$ cat config.mk
export PLATFORM = sky130hd
export DESIGN_NAME = mem_load_aligner
export DESIGN_NICKNAME = d
export VERILOG_FILES = /design/src/rtl/mem_load_aligner.sv
export SDC_FILE = /design/constraint.sdc
export NUM_CORES = 1
export LEC_CHECK = 0
export CAP_MARGIN = 20
export CORE_MARGIN = 8
export CORE_UTILIZATION = 40
export CTS_BUF_LIST = sky130_fd_sc_hd__clkbuf_4
export DETAILED_ROUTE_END_ITERATION = 7
export GPL_TIMING_DRIVEN = 0
export PLACE_DENSITY = 0.66
export SLEW_MARGIN = 20
export SYNTH_ARGS = -nofsm -noshare
export SYNTH_HDL_FRONTEND = slang
export SYNTH_SLANG_ARGS = --single-unit
$ cat constraint.sdc
create_clock -name clk -period 2.5 [get_ports clk]
set_input_delay 0.5 -clock clk [delete_from_list [all_inputs] [get_ports clk]]
set_output_delay 0.5 -clock clk [all_outputs]
set_load 0.01 [all_outputs]
$ cat src/rtl/mem_load_aligner.sv
// Load-data aligner: takes a load command, consumes one or two big-endian memory beats,
// extracts the addressed bytes, extends them and hands the result to writeback.
module mem_load_aligner #(
    parameter int DATA_W    = 32,
    parameter bit ALLOW_MIS = 1'b1,
    parameter int CNT_W     = 16
) (
    input  logic                        clk,
    input  logic                        rst,
    input  logic                        cmd_valid,
    output logic                        cmd_ready,
    input  logic [$clog2(DATA_W/8)-1:0] cmd_ofs,
    input  logic [1:0]                  cmd_size,
    input  logic                        cmd_sext,
    input  logic                        beat_valid,
    output logic                        beat_ready,
    input  logic [DATA_W-1:0]           beat_data,
    output logic                        out_valid,
    input  logic                        out_ready,
    output logic [DATA_W-1:0]           out_data,
    output logic                        out_err,
    output logic [CNT_W-1:0]            mis_cnt
);
    localparam int NB    = DATA_W / 8;
    localparam int OFS_W = $clog2(NB);

    typedef enum logic [1:0] {IDLE, BEAT0, BEAT1, DONE} state_t;

    state_t              state_reg, state_next;
    logic [OFS_W-1:0]    ofs_reg;
    logic [1:0]          size_reg;
    logic                sext_reg;
    logic                mis_reg;
    logic [DATA_W-1:0]   beat0_reg, beat1_reg;
    logic [CNT_W-1:0]    mis_cnt_reg;
    logic                cmd_mis;
    logic                err;
    logic [DATA_W-1:0]   result;
    logic [2*DATA_W-1:0] stream;
    logic [7:0]          sbytes [2*NB];
    logic [DATA_W-1:0]   win;

    assign cmd_mis = (cmd_size == 2'b01 && cmd_ofs[0]) || (cmd_size == 2'b00 && cmd_ofs != '0);

    always_ff @(posedge clk) begin
        if (rst) state_reg <= IDLE;
        else     state_reg <= state_next;
    end

    always_comb begin
        state_next = state_reg;
        cmd_ready  = 1'b0;
        beat_ready = 1'b0;
        out_valid  = 1'b0;
        case (state_reg)
            IDLE: begin
                cmd_ready = 1'b1;
                if (cmd_valid) state_next = BEAT0;
            end
            BEAT0: begin
                beat_ready = 1'b1;
                if (beat_valid) state_next = (mis_reg && ALLOW_MIS) ? BEAT1 : DONE;
            end
            BEAT1: begin
                beat_ready = 1'b1;
                if (beat_valid) state_next = DONE;
            end
            DONE: begin
                out_valid = 1'b1;
                if (out_ready) state_next = IDLE;
            end
            default: state_next = IDLE;
        endcase
    end

    always_ff @(posedge clk) begin
        if (rst) begin
            ofs_reg     <= '0;
            size_reg    <= '0;
            sext_reg    <= 1'b0;
            mis_reg     <= 1'b0;
            beat0_reg   <= '0;
            beat1_reg   <= '0;
            mis_cnt_reg <= '0;
        end else begin
            if (state_reg == IDLE && cmd_valid) begin
                ofs_reg   <= cmd_ofs;
                size_reg  <= cmd_size;
                sext_reg  <= cmd_sext;
                mis_reg   <= cmd_mis;
                // beat1 stays zero for single-beat loads so the stream tail is defined
                beat0_reg <= '0;
                beat1_reg <= '0;
                if (cmd_mis && mis_cnt_reg != '1) mis_cnt_reg <= mis_cnt_reg + 1'b1;
            end
            if (state_reg == BEAT0 && beat_valid) beat0_reg <= beat_data;
            if (state_reg == BEAT1 && beat_valid) beat1_reg <= beat_data;
        end
    end

    assign stream = {beat0_reg, beat1_reg};

    // Byte 0 of the stream is its MSB; each output lane picks stream byte ofs+lane.
    for (genvar gi = 0; gi < 2*NB; gi++) begin : g_sbytes
        assign sbytes[gi] = stream[2*DATA_W-1-8*gi -: 8];
    end
    for (genvar gi = 0; gi < NB; gi++) begin : g_win
        assign win[DATA_W-1-8*gi -: 8] = sbytes[{1'b0, ofs_reg} + (OFS_W+1)'(gi)];
    end

    always_comb begin
        err    = (size_reg == 2'b11) || (mis_reg && !ALLOW_MIS);
        result = '0;
        if (!err) begin
            case (size_reg)
                2'b00:   result = win;
                2'b01:   result = {{(DATA_W-16){sext_reg & win[DATA_W-1]}}, win[DATA_W-1 -: 16]};
                2'b10:   result = {{(DATA_W-8){sext_reg & win[DATA_W-1]}}, win[DATA_W-1 -: 8]};
                default: result = '0;
            endcase
        end
    end

    assign out_data = out_valid ? result : '0;
    assign out_err  = out_valid & err;
    assign mis_cnt  = mis_cnt_reg;
endmodule

Word-level counts from Yosys, hierarchy flattened
Cells that the tools add are included.

Bits in registers: 88. Input port bits: 42. Output and inout port bits: 52. Word-level logic and storage cells: 77.

Add/sub/neg operators: 4. Order comparisons: 4. Eq/ne operators: 12. Mux-type cells: 27. Bitwise operators: 6. Reductions and logical operators: 16.

Operators by type and width (number): two-way mux 32 bit (5); binary-select mux 8 bit (select 3 bit) (4); case mux 32 bit (3 select lines) (1); two-way mux 8 bit (8); adder 16 x 1 -> 16 bit (second input constant) (1); >= comparator 4 bit (second input constant) (4); inequality test 16 bit (second input constant) (1); inverter 3 -> 4 bit (3); == test 2 bit (second input constant) (4); two-way mux 2 bit (4); inequality test 2 bit (second input constant) (4); case mux 2 bit (4 select lines) (1); adder 2 x 2 -> 3 bit (second input constant) (2); == test 2 x 1 -> 1 bit (second input constant) (3); logical AND 1 bit (6); logical NOT 2 bit (3); nonzero test 2 bit (3); two-way mux 1 bit (4); inverter 2 -> 4 bit (1); AND reduction 4 bit (1); adder 2 x 1 -> 3 bit (second input constant) (1); AND 1 bit (2); AND reduction 2 bit (1); OR reduction 2 bit (1); logical OR 1 bit (1).

Logic depth before layout (Yosys ltp)
Word-level depth: 8. Gate-level depth with buffers: 11. Depth with buffers taken out: 7.

Worst setup path before layout
Ideal clock, no wire load.

Kind: flip-flop to output port. From: reg ofs_reg[0]. To: out out_data[23]. Arrival: 2177 ps. Data required time: 2000 ps. Setup slack: -177 ps. Cell stages (with the launch flop): 11. Buffers on the path: 4. Cells stage by stage: dfxtp_1 -> buf_4 -> buf_6 -> buf_6 -> inv_1 -> ha_1 -> clkbuf_1 -> nor2_2 -> a221oi_2 -> nand2_1 -> a21oi_1.

Cells in the longest elaborated chain, start to end: 8. Elaborated cells between the ends (all ways): 13. Classes of those cells: add/sub (1); mux (9); bitwise (3).

Ends and longest elaborated chain: start, declared (line 30) `logic [OFS_W-1:0] ofs_reg;`; start signal, assigned (line 87) `ofs_reg <= cmd_ofs;`; adder 2 x 1 -> 3 bit or inverter 2 -> 4 bit (tied branches) (line 108) `assign win[DATA_W-1-8*gi -: 8] = sbytes[{1'b0, ofs_reg} + (OFS_W+1)'(gi)];`; inverter 3 -> 4 bit (implied by the code) or binary-select mux 8 bit (select 3 bit) (tied branches) (line 108); binary-select mux 8 bit (select 3 bit) or two-way mux 8 bit (tied branches) (line 108); two-way mux 8 bit (implied by the code) (line 108); two-way mux 8 bit (implied by the code) or AND 1 bit (tied branches) (line 108, 117, 118); case mux 32 bit (3 select lines) (*) (line 115) `case (size_reg)`; two-way mux 32 bit (*) (line 114) `if (!err) begin`; two-way mux 32 bit (*) (line 124) `assign out_data = out_valid ? result : '0;`; end, declared (line 20) `output logic [DATA_W-1:0] out_data,`.

Mark *: on every way between the ends. The rest lies on a longest branch, timed or not. The select of a mux whose other input is x is not followed.

Worst setup path in the final report
From: reg ofs_reg[0]. To: out out_data[7].

Cells in the longest elaborated chain, start to end: 8. Elaborated cells between the ends (all ways): 17. Classes of those cells: add/sub (2); mux (12); bitwise (3).

Ends and longest elaborated chain (line): adder 2 x 1 -> 3 bit or adder 2 x 2 -> 3 bit (tied branches) (108); inverter 3 -> 4 bit (implied by the code) (108); binary-select mux 8 bit (select 3 bit) (108); two-way mux 8 bit (implied by the code) (2 in a row) (108); case mux 32 bit (3 select lines) (*) (115); two-way mux 32 bit (*) (114); two-way mux 32 bit (*) (124).

Marks and branches as above.

==> flow_summary.ini <==
[status]
outcome = finished, violations left
violations = negative setup slack

[logic_synthesis]
synth_top_area_share = 0.349
netlist_instances = 568
synthArstFlopShare = 0
yosysTopAreaCell = dfxtp_1
yosysUniqueCellTypes = 49
yosysMostFrequentCell = dfxtp_1
ys.flop_type = dfxtp_1
ys_ff_latch = 88
syn-cell-area_sq_um = 5040
synth_nets = 617
yosysWarnings = 0
ys_seq_area_frac = 0.349
synth.area.top_cells = dfxtp_1, a22oi_1, mux4_2, nor2_1, a21oi_1
synth.top_cells.by_count = dfxtp_1, nor2_1, a22oi_1
syn_area_per_cell_sq_um = 8.88
synth-edff-count = 0

[global_route]
grt_pass1_wl_microns = 28700
grt_overflow = 0
grt_max_degree = 15
grt_pass1_vias = 5229
antenna_found_initial = 0
grt_usage = 0.226

[power]
p_int_mw = 3.29
ir_worst_vdd_mv = 0.320
pwr-share-seq = 0.319
clockPowerShare = 0.186
sw_frac_of_total = 0.385
leakage_nw = 2.57
p_per_area_nw_per_um2 = 750
p_comb_frac = 0.495
power.switching_mw = 2.06

[clock_tree]
clock-sinks = 88
cts_hold_buffers = 0
cts_max_level = 3
clockBufferDepth = 2
clock-root-buffer = clkbuf_4
cts_made_buffers = 9
clk_pin_slew_ns = 0.14
tritoncts = done
clock_latency_ns = 0.46

[floorplanning]
start_util = 0.404
rows = 41
die_y_microns = 128
dieWidth_microns = 128
ios = 94
core_sq_um = 12500
fp.dieArea_sq_um = 16500

[timing]
finClkSkew_ns = 0.0161
setup_tns_ns = -15.18
finalSetupViolations = 32
slew_violations = 0
hold_violations = 0
period_share = 1.27
fmax_mhz = 316
grt_setup_unrepaired = true
post-route-min-period_ns = 3.17
relSlewSlack = 0.572
tightest_slew_ns = 0.641
fin_ws_ns = -0.665

[drt]
dr.pass1.iters = 5
drc_errors = 0
drt_iter0_drc = 470
finalWirelength_microns = 18700
vias_per_cell = 5.93
vias = 5298
drtAntennaViolNets = 0
routedWlPerCell_microns = 20.9

[final_layout]
diodes = 0
final_nets = 766
drive_above_1_share = 0.307
fin_util = 0.572
area_growth_pct = 41.4
num-fill-cells = 1116

[place]
gp_congestion = 0.953
numPortBuffers = 92
dp_slack_ns = -1.05
hpwl_microns = 13500

[setup_path]
crit_path_end_kind = output pin
crit_required_ns = 2.00
path_cells = buf_6 > buf_12 > buf_12 > inv_6 > ha_4 > clkbuf_16 > nor2_4 > buf_12 > a221oi_4 > a22oi_1 > o21ai_1 > buf_2
critPathArrivalTime_ns = 2.67
critPathMaxFanout = 6
crit_slowest_cell = dfxtp_2
crit_path_frequent_cell = buf_12
critical_path_class = register to output pin
cp-start-kind = register
critPathMaxStageDelay_ns = 0.38

[run]
cap_violations = 0

[min_path]
hp-class = input port to register
-- metal layers --
layer	track usage	routed length [microns]
met2	0.365	8590
met5	0	0
met3	0.0657	1610
met1	0.265	7430
met4	0.121	1050
-- power by group through the flow --
stage | Combinational, mW | Clock, mW | Sequential, mW
3_3_place_gp | 1.97 | 0 | 1.71
6_report | 2.65 | 0.997 | 1.71
4_1_cts | 2.48 | 1.01 | 1.69
2_1_floorplan | 1.43 | 0 | 1.65
5_1_grt | 2.79 | 1.08 | 1.72
3_5_place_dp | 2.01 | 0 | 1.72
-- cell families (layout without fill, tap and decap cells) --
group                      Yosys count  count (layout)  synth area share
adders and majority gates            7               7            0.0174
buffers and inverters               54             207            0.0529
xor gates and xnor gates            10              10            0.0174
and+or+nand+nor                    194             194             0.183
muxes                               52              52             0.147
AOI/OAI and AO/OA                  163             163             0.233
DFF                                 88              88             0.349
-- what timing repair did --
item                       4_1_cts  5_1_grt
setup endpoints to repair       33       33
cloned                           0        0
resized for setup              212       24
setup buffers                   36       13
pin swaps                       38       23
-- area by class of cell --
class / count / area [sq um] / area share
Timing Repair Buffer: 141 / 1290 / 0.181
Tap cell: 172 / 215 / 0.0302
Clock inverter: 5 / 106 / 0.0149
Clock buffer: 10 / 75.1 / 0.0105
Inverter: 5 / 27.5 / 0.00386
Sequential cell: 88 / 1770 / 0.248
Multi-Input combinational cell: 426 / 3310 / 0.465
Buffer: 46 / 335 / 0.0470
-- cell usage in the layout (no fill, tap or decap), types with 3 or more instances in the layout --
cell type        instances
nor2_1                  85
o22ai_1                  4
o31a_1                   8
mux2_2                  16
clkbuf_2                 4
a21oi_2                 15
nor2b_1                  6
xnor2_1                 10
o21ai_1                  7
mux4_2                  16
nand3_1                 15
and2_1                   3
buf_2                   40
nand2_2                  4
a21oi_1                 26
o21ai_0                  3
nor3_1                   6
a22oi_2                  7
a22oi_1                 73
o22ai_2                  4
nand2_1                 40
mux2i_1                 18
a221oi_4                 8
buf_12                  12
ha_1                     5
inv_1                    3
clkdlybuf4s50_1         60
dfxtp_2                  4
nand4_1                  3
clkbuf_1                18
buf_4                   26
clkbuf_4                11
dfxtp_1                 84
bufinv_16                3
nand2b_1                 9
buf_6                   22
-- metrics by stage --
step                power [mW]  std cells  hold WS [ns]  cell area, sq um
floorplan                 3.08        568         0.437              5080
global placement          3.68        832         0.453              6210
detailed placement        3.73        832         0.457              6210
CTS                       5.19        882         0.345              6960
global route              5.59        893         0.383              7130
finish                    5.35        893         0.379              7130
-- path summary, 6_finish.rpt --
path | startpoint | to | slack [ns] | depth (start not counted)
worst min register to register | mis_reg | mis_reg | 0.47 | 2
worst max-delay path | ofs_reg[0] | out_data[7] | -0.67 | 12
worst max register to register | state_reg[0] | beat0_reg[30] | 0.30 | 8
worst min-delay path | rst | mis_cnt[15] | 0.38 | 3
-- worst max-delay path, delay by kind of cell, from the launching register on --
family                     cells  cell delay, ns
and+or+nand+nor                1            0.05
adders and majority gates      1            0.29
buffers and inverters          7            0.83
AOI/OAI and AO/OA              3            0.66
DFF                            1            0.38
Power figures use the tool's default switching activity.
